**config.mk**
```make
export PLATFORM = sky130hd
export DESIGN_NAME = fp16_nr_div
export DESIGN_NICKNAME = d
export VERILOG_FILES = /design/src/rtl/fp16_div_pkg.sv /design/src/rtl/fp16_recip_seed.sv /design/src/rtl/fp16_nr_div.sv
export SDC_FILE = /design/constraint.sdc
export NUM_CORES = 2
export LEC_CHECK = 0
export CAP_MARGIN = 10
export CORE_MARGIN = 4
export CORE_UTILIZATION = 55
export DETAILED_ROUTE_END_ITERATION = 6
export DONT_BUFFER_PORTS = 1
export PLACE_DENSITY = 0.73
export SKIP_LAST_GASP = 1
export SLEW_MARGIN = 10
export SYNTH_ARGS = -nofsm -noshare
export SYNTH_HDL_FRONTEND = slang
export SYNTH_HIERARCHICAL = 1
export SYNTH_SLANG_ARGS = --single-unit
export TNS_END_PERCENT = 1
```
**constraint.sdc**
```tcl
create_clock -name clk_i -period 8.5 [get_ports clk_i]
set_clock_uncertainty 0.2 [all_clocks]
set_input_delay 1.7 -clock clk_i [delete_from_list [all_inputs] [get_ports clk_i]]
set_output_delay 1.7 -clock clk_i [all_outputs]
set_load 0.02 [all_outputs]
```
**src/rtl/fp16_div_pkg.sv**
```systemverilog
// Shared types and constants for the binary16 Newton-Raphson divider.
package fp16_div_pkg;

  localparam int          BIAS    = 15;
  localparam logic [15:0] QNAN    = 16'h7E00;
  localparam logic [15:0] POS_INF = 16'h7C00;
  localparam int          SEED_W  = 11;
  localparam int          IDX_W   = 5;

  typedef enum logic [2:0] {
    IDLE,
    SEED,
    NR_MUL,
    NR_SUB,
    QMUL,
    DONE
  } div_state_e;

  typedef struct packed {
    logic       sign;
    logic [4:0] expo;
    logic [9:0] man;
  } fp16_t;

endpackage

```
**src/rtl/fp16_recip_seed.sv**
```systemverilog
// Reciprocal seed table: seed = round(2048 / (1 + (idx + 0.5)/32)), i.e. 1/1.mb
// at the midpoint of each 1/32 interval, 11 fractional bits.
module fp16_recip_seed
  import fp16_div_pkg::*;
(
  input  logic [IDX_W-1:0]  idx_i,
  output logic [SEED_W-1:0] seed_o
);

  // Pure lookup, no state.
  always_comb begin
    seed_o = 11'd2016;
    unique case (idx_i)
      5'd0:  seed_o = 11'd2016;
      5'd1:  seed_o = 11'd1956;
      5'd2:  seed_o = 11'd1900;
      5'd3:  seed_o = 11'd1846;
      5'd4:  seed_o = 11'd1796;
      5'd5:  seed_o = 11'd1748;
      5'd6:  seed_o = 11'd1702;
      5'd7:  seed_o = 11'd1659;
      5'd8:  seed_o = 11'd1618;
      5'd9:  seed_o = 11'd1579;
      5'd10: seed_o = 11'd1542;
      5'd11: seed_o = 11'd1507;
      5'd12: seed_o = 11'd1473;
      5'd13: seed_o = 11'd1440;
      5'd14: seed_o = 11'd1409;
      5'd15: seed_o = 11'd1380;
      5'd16: seed_o = 11'd1351;
      5'd17: seed_o = 11'd1324;
      5'd18: seed_o = 11'd1298;
      5'd19: seed_o = 11'd1273;
      5'd20: seed_o = 11'd1248;
      5'd21: seed_o = 11'd1225;
      5'd22: seed_o = 11'd1202;
      5'd23: seed_o = 11'd1181;
      5'd24: seed_o = 11'd1160;
      5'd25: seed_o = 11'd1140;
      5'd26: seed_o = 11'd1120;
      5'd27: seed_o = 11'd1101;
      5'd28: seed_o = 11'd1083;
      5'd29: seed_o = 11'd1066;
      5'd30: seed_o = 11'd1049;
      5'd31: seed_o = 11'd1032;
      default: seed_o = 11'd2016;
    endcase
  end

endmodule

```
**src/rtl/fp16_nr_div.sv**
```systemverilog
// binary16 divider: seed lookup, one Newton-Raphson step, quotient multiply.
// One multiply per FSM state, every product registered before use.
module fp16_nr_div
  import fp16_div_pkg::*;
(
  input  logic        clk_i,
  input  logic        rst_ni,
  input  logic        in_valid_i,
  output logic        in_ready_o,
  input  logic [15:0] opa_i,
  input  logic [15:0] opb_i,
  output logic        out_valid_o,
  input  logic        out_ready_i,
  output logic [15:0] result_o,
  output logic        dz_o,
  output logic        nv_o
);

  div_state_e        state_q, state_d;
  fp16_t             a_q, a_d, b_q, b_d;
  logic [SEED_W-1:0] y0_q, y0_d, seed;
  logic [21:0]       p_q, p_d;     // 1.mb * y0, 21 frac bits
  logic [24:0]       y1_q, y1_d;   // y0*(2 - 1.mb*y0), 24 frac bits
  logic [15:0]       res_q, res_d;
  logic              dz_q, dz_d, nv_q, nv_d;

  fp16_recip_seed u_seed (
    .idx_i  (b_q.man[9:10-IDX_W]),
    .seed_o (seed)
  );

  // Datapath: each product feeds a register, never another multiplier.
  logic [10:0] ma1, mb1;
  logic        bypass;
  logic [21:0] p_w;
  logic [22:0] t_w;
  logic [33:0] y1_w;
  logic [35:0] q_w;
  logic        nshift;
  logic [9:0]  man_n;
  logic [7:0]  exp_w;
  logic signed [7:0] exp_s;
  logic        sgn;
  logic        unused_bits;

  assign ma1    = {1'b1, a_q.man};
  assign mb1    = {1'b1, b_q.man};
  assign bypass = (b_q.man == 10'd0);
  assign p_w    = {11'd0, mb1} * {11'd0, y0_q};
  assign t_w    = 23'h40_0000 - {1'b0, p_q};          // 2.0 - p, 21 frac bits
  assign y1_w   = {23'd0, y0_q} * {11'd0, t_w};       // 32 frac bits
  assign q_w    = {25'd0, ma1} * {11'd0, y1_q};       // 34 frac bits, < 2.0
  assign nshift = ~q_w[34];
  assign man_n  = q_w[34] ? q_w[33:24] : q_w[32:23];
  assign exp_w  = {3'd0, a_q.expo} - {3'd0, b_q.expo} + 8'(BIAS) - {7'd0, nshift};
  assign exp_s  = exp_w;
  assign sgn    = a_q.sign ^ b_q.sign;
  assign unused_bits = ^{q_w[35], q_w[22:0], y1_w[33], y1_w[7:0]};

  // Operand classes; subnormals count as zero.
  logic a_zero, b_zero, a_inf, b_inf, a_nan, b_nan, a_snan, b_snan;
  assign a_zero = (a_q.expo == 5'd0);
  assign b_zero = (b_q.expo == 5'd0);
  assign a_inf  = (a_q.expo == 5'h1F) && (a_q.man == 10'd0);
  assign b_inf  = (b_q.expo == 5'h1F) && (b_q.man == 10'd0);
  assign a_nan  = (a_q.expo == 5'h1F) && (a_q.man != 10'd0);
  assign b_nan  = (b_q.expo == 5'h1F) && (b_q.man != 10'd0);
  assign a_snan = a_nan && !a_q.man[9];
  assign b_snan = b_nan && !b_q.man[9];

  // Final result: special cases override the normalized/clamped quotient.
  logic [15:0] res_w;
  logic        dz_w, nv_w;
  always_comb begin
    dz_w = 1'b0;
    nv_w = 1'b0;
    if (exp_s <= 8'sd0)       res_w = {sgn, 15'd0};
    else if (exp_s >= 8'sd31) res_w = {sgn, POS_INF[14:0]};
    else                      res_w = {sgn, exp_s[4:0], man_n};
    if (a_nan || b_nan) begin
      res_w = QNAN;
      nv_w  = a_snan || b_snan;
    end else if ((a_zero && b_zero) || (a_inf && b_inf)) begin
      res_w = QNAN;
      nv_w  = 1'b1;
    end else if (a_inf) begin
      res_w = {sgn, POS_INF[14:0]};
    end else if (b_zero) begin
      res_w = {sgn, POS_INF[14:0]};
      dz_w  = 1'b1;
    end else if (a_zero || b_inf) begin
      res_w = {sgn, 15'd0};
    end
  end

  // Next-state and register updates per FSM state.
  always_comb begin
    state_d = state_q;
    a_d     = a_q;
    b_d     = b_q;
    y0_d    = y0_q;
    p_d     = p_q;
    y1_d    = y1_q;
    res_d   = res_q;
    dz_d    = dz_q;
    nv_d    = nv_q;
    unique case (state_q)
      IDLE: if (in_valid_i) begin
        a_d     = opa_i;
        b_d     = opb_i;
        state_d = SEED;
      end
      SEED: begin
        y0_d    = seed;
        state_d = NR_MUL;
      end
      NR_MUL: begin
        p_d     = p_w;
        state_d = NR_SUB;
      end
      NR_SUB: begin
        // Power-of-two divisor: exact reciprocal 1.0 keeps ma untouched.
        y1_d    = bypass ? 25'h100_0000 : y1_w[32:8];
        state_d = QMUL;
      end
      QMUL: begin
        res_d   = res_w;
        dz_d    = dz_w;
        nv_d    = nv_w;
        state_d = DONE;
      end
      DONE: if (out_ready_i) state_d = IDLE;
      default: state_d = IDLE;
    endcase
  end

  // State registers with synchronous active-low reset.
  always_ff @(posedge clk_i) begin
    if (!rst_ni) begin
      state_q <= IDLE;
      a_q     <= '0;
      b_q     <= '0;
      y0_q    <= '0;
      p_q     <= '0;
      y1_q    <= '0;
      res_q   <= '0;
      dz_q    <= 1'b0;
      nv_q    <= 1'b0;
    end else begin
      state_q <= state_d;
      a_q     <= a_d;
      b_q     <= b_d;
      y0_q    <= y0_d;
      p_q     <= p_d;
      y1_q    <= y1_d;
      res_q   <= res_d;
      dz_q    <= dz_d;
      nv_q    <= nv_d;
    end
  end

  assign in_ready_o  = (state_q == IDLE);
  assign out_valid_o = (state_q == DONE);
  assign result_o    = res_q;
  assign dz_o        = dz_q;
  assign nv_o        = nv_q;

endmodule

```
==> summary.md <==
| Metric | Value |
|---|---|
| Port Buf Inserts | 0 |
| # diodes | 0 |
| Drt via density | ~5.6 |
| Worst Setup End Kind | flip-flop |
| Max-cap violations | 0 |
| Clk slew on worst S/H paths | approximately 90 ps |
| # IOs | 56 |
| Post-synth EDFFs | 0 |
| Worst-Margin Slew | approximately 1200 ps |
| Initial DRC Count | approximately 1200 |
| Residual DRC | 0 |
| RD Place Congestion | around 0.89 |
| Ys async rst share | 0% |
| Max-slew violation count | 0 |
| Avg WL per Cell | between 15 and 20 um |
| Top cells by area, synth | fa_1 (39%), ha_1 (11%), dfxtp_1 (9.2%), nand2_1 (8.7%), inv_1 (7.6%) |
| P per Cell Area | roughly 92 nW/um^2 |
| Hold Vio Cnt, Final | 0 |
| Post-Route WL | ~58 mm |
| Clk sinks | about 110 |
| Area delta synth->final | 3.428% |
| Reg2reg end | result_o[1]$_SDFFE_PN0N_ |
| Largest net degree at the start of global routing | 57 |
| RSZ-0062 raised after global routing | false |
| Die ar. | about 47000 sq um |
| Number of global-route vias before repair | roughly 20000 |
| Layout cells sized above 1 | ~4.2% |
| Row cnt | 76 |
| CTS H-tree depth | 3 |
| Worst Hold Class | reg2reg |
| Netlist cell types | 76 |
| Pre-antenna DRT Iters | 5 |
| Vias post-DR | between 15000 and 20000 |
| GRT Total Usage | about a quarter |
| Setup crit end | result_o[1]$_SDFFE_PN0N_ |
| CP startpoint | a_q[8]$_SDFFE_PN0P_ |
| Slowest-stage cell, CP | dfxtp_2 |
| CTS tree | built |
| Final worst-path cycle share | 94.89% |
| Synthesized flop and latch total | between 100 and 150 |
| Synthesized instance count | 2832 |
| Primary FF master, synth | dfxtp_1 |
| Antenna Nets Post-Route | 0 |
| Required @ worst endpoint | between 8000 and 9000 ps |
| CORE AREA | roughly 43000 sq um |
| First-pass GRT wire length | roughly 100 mm |
| Worst-skew pair later-pin latency | ~400 ps |
| Post-layout util | between 50% and 60% |
| Syn Nets | about 3600 |
| DIE HEIGHT | about 220 um |
| Final Critical Period | approximately 8100 ps |
| Synth top area share | between 30% and 40% |
| Initial Util | between 50% and 60% |
| Worst path depth | 31 |
| Gr ovfl total | 0 |
| CP max stage delay | around 620 ps |
| Setup TNS | 0 ps |
| Crit Reg-Reg Startpoint | a_q[8]$_SDFFE_PN0P_ |
| Critical Path Start Type | flip-flop |
| Hold buffers post-CTS | 0 |
| Avg Inst Size Synth | ~8.5 sq um |
| Leakage | 0.01165 uW |
| Min Hold Slack | around 270 ps |
| Crit path kind | reg2reg |
| Sequential area share after synthesis | 9.181% |
| Final nets | approximately 3500 |
| CTS Root Cell | clkbuf_16 |
| Number of antenna violations at the first check in global routing | 0 |
| Worst reg-to-reg path cell count | 31 |
| Synthesized cell area | ~24000 sq um |
| CP delay by family, top | adder cells |
| Slew Limit Headroom | 17.70% |
| Post-DP HPWL | around 47 mm |
| VDD IR max | slightly above 0.1 mV |
| Max Fanout on Critical Path | 18 |
| Status | completed |
| Cell taking the most area after synthesis | fa_1 |
| Worst EP arrival | between 8000 and 9000 ps |
| Die Wd | about 220 um |
| Setup violations, final | 0 |
| WP buf/inv | 7 |
| Clock tree buffer depth | 2 |
| Worst R2R Setup Slack | between 400 and 500 ps |
| Cts bufs inserted | 9 |
| Max frequency | about 0.12 GHz |
| Synth warn | 6 |
-- repair_timing --
item | CTS | global route
buffers inserted | 0 | 0
setup endpoints to repair | 0 | 14
endpoints found under the hold margin | 0 | 0
gates resized for setup | 0 | 23
-- power breakdown --
part / leakage, uW / switching, uW / internal [uW] / total (uW)
clock network: 0.000142 / 229 / 207 / 437
registers: 0.000911 / 97.5 / 549 / 646
logic: 0.0106 / 771 / 457 / 1230
total: 0.0116 / 1100 / 1210 / 2310
-- final cells by class --
| class | count | area [sq um] |
|---|---|---|
| multi-input cells | 2062 | 19490 |
| fillers | 3821 | 18230 |
| flip-flops and latches | 111 | 2255 |
| inverters | 494 | 1854 |
| well taps | 585 | 732.0 |
| repair buffers | 55 | 412.9 |
| clock buffers | 10 | 229.0 |
| clock inverters | 6 | 62.56 |
-- worst min path at each step --
stage	depth (start not counted)	startpoint	to
floorplan	2	y1_q[15]$_SDFFE_PN0N_	y1_q[15]$_SDFFE_PN0N_
global route	2	a_q[15]$_SDFFE_PN0P_	a_q[15]$_SDFFE_PN0P_
finish	2	a_q[15]$_SDFFE_PN0P_	a_q[15]$_SDFFE_PN0P_
detailed placement	2	a_q[15]$_SDFFE_PN0P_	a_q[15]$_SDFFE_PN0P_
CTS	2	a_q[15]$_SDFFE_PN0P_	a_q[15]$_SDFFE_PN0P_
global placement	2	b_q[15]$_SDFFE_PN0P_	b_q[15]$_SDFFE_PN0P_
-- flip-flops by register name, indices dropped and copies added (netlist names) --
register and count:
p_q 22, y1_q 25, result_o 16, a_q 16
state_q 3, b_q 16, nv_o 1, dz_o 1
y0_q 11
-- cells by family (layout without fill, tap and decap cells) --
family                     after synthesis  after routing  share of synthesized area [%]
AOI/OAI and AO/OA                      299            299                          7.739
DFF                                    111            111                          9.181
and+or+nand+nor                        980            980                          18.93
xor gates and xnor gates                81             81                          2.931
muxes                                   17             17                         0.8168
adders and majority gates              684            684                          50.00
buffers and inverters                  659            565                          10.39
other                                    1              1                        0.01549
-- synth_stat cells (all sizes together) (4+ instances only) --
cell	n
nand2	561
inv	494
fa	472
and2	213
ha	212
clkbuf	150
dfxtp	111
a21oi	110
nor2	66
o21ai	62
xnor2	51
xor2	30
nor3	24
a21o	23
nand3	23
nor2b	16
buf	15
a211oi	14
mux2i	13
nand2b	12
o211ai	12
or3	12
nand4	11
o21a	11
a31oi	10
and3	9
nor4	9
or4	9
a22oi	8
o21bai	7
a2111oi	5
a221oi	4
nand3b	4
o31ai	4
-- worst reg2reg max path, delay by kind of cell, from the launching register on --
family	cells	cell delay (ps)
buffers and inverters	7	600
adders and majority gates	9	3480
and+or+nand+nor	7	1360
AOI/OAI and AO/OA	8	1700
DFF	1	620
-- cell usage in the layout (no fill, tap or decap), drive strengths merged, types with 4 or more instances in the layout --
master,instances
a211oi,14
and3,9
o31ai,4
a31oi,10
o211ai,12
fa,472
nor2,66
nand2,561
or3,12
and2,213
a2111oi,5
clkbuf,10
a22oi,8
nor4,9
a21oi,110
nor3,24
inv,497
buf,55
o21ai,62
nand3b,4
dfxtp,111
nor2b,16
o21a,11
o21bai,7
xnor2,51
mux2i,13
a21o,23
a221oi,4
or4,9
nand2b,12
nand3,23
xor2,30
ha,212
nand4,11
-- metal layers --
metal / global-route usage [%] / wire length (um) / vias up
met3: 4.375 / 3546 / 112
met1: 34.15 / 24780 / 9443
met4: 7.879 / 1595 / 0
met5: 0 / 0 / -
met2: 44.28 / 27980 / 590
li1: - / - / 8474
-- through the flow --
step | setup WS, ps | area (sq um) | cells | total power, uW
floorplan | 486.2 | 24200 | 2832 | 1510
global placement | 346.8 | 24690 | 3307 | 1826
detailed placement | 208.1 | 24690 | 3307 | 1871
CTS | 140.9 | 24980 | 3323 | 2309
global route | 13.15 | 25030 | 3323 | 2510
finish | 434.7 | 25030 | 3323 | 2311
Power figures use the tool's default switching activity.
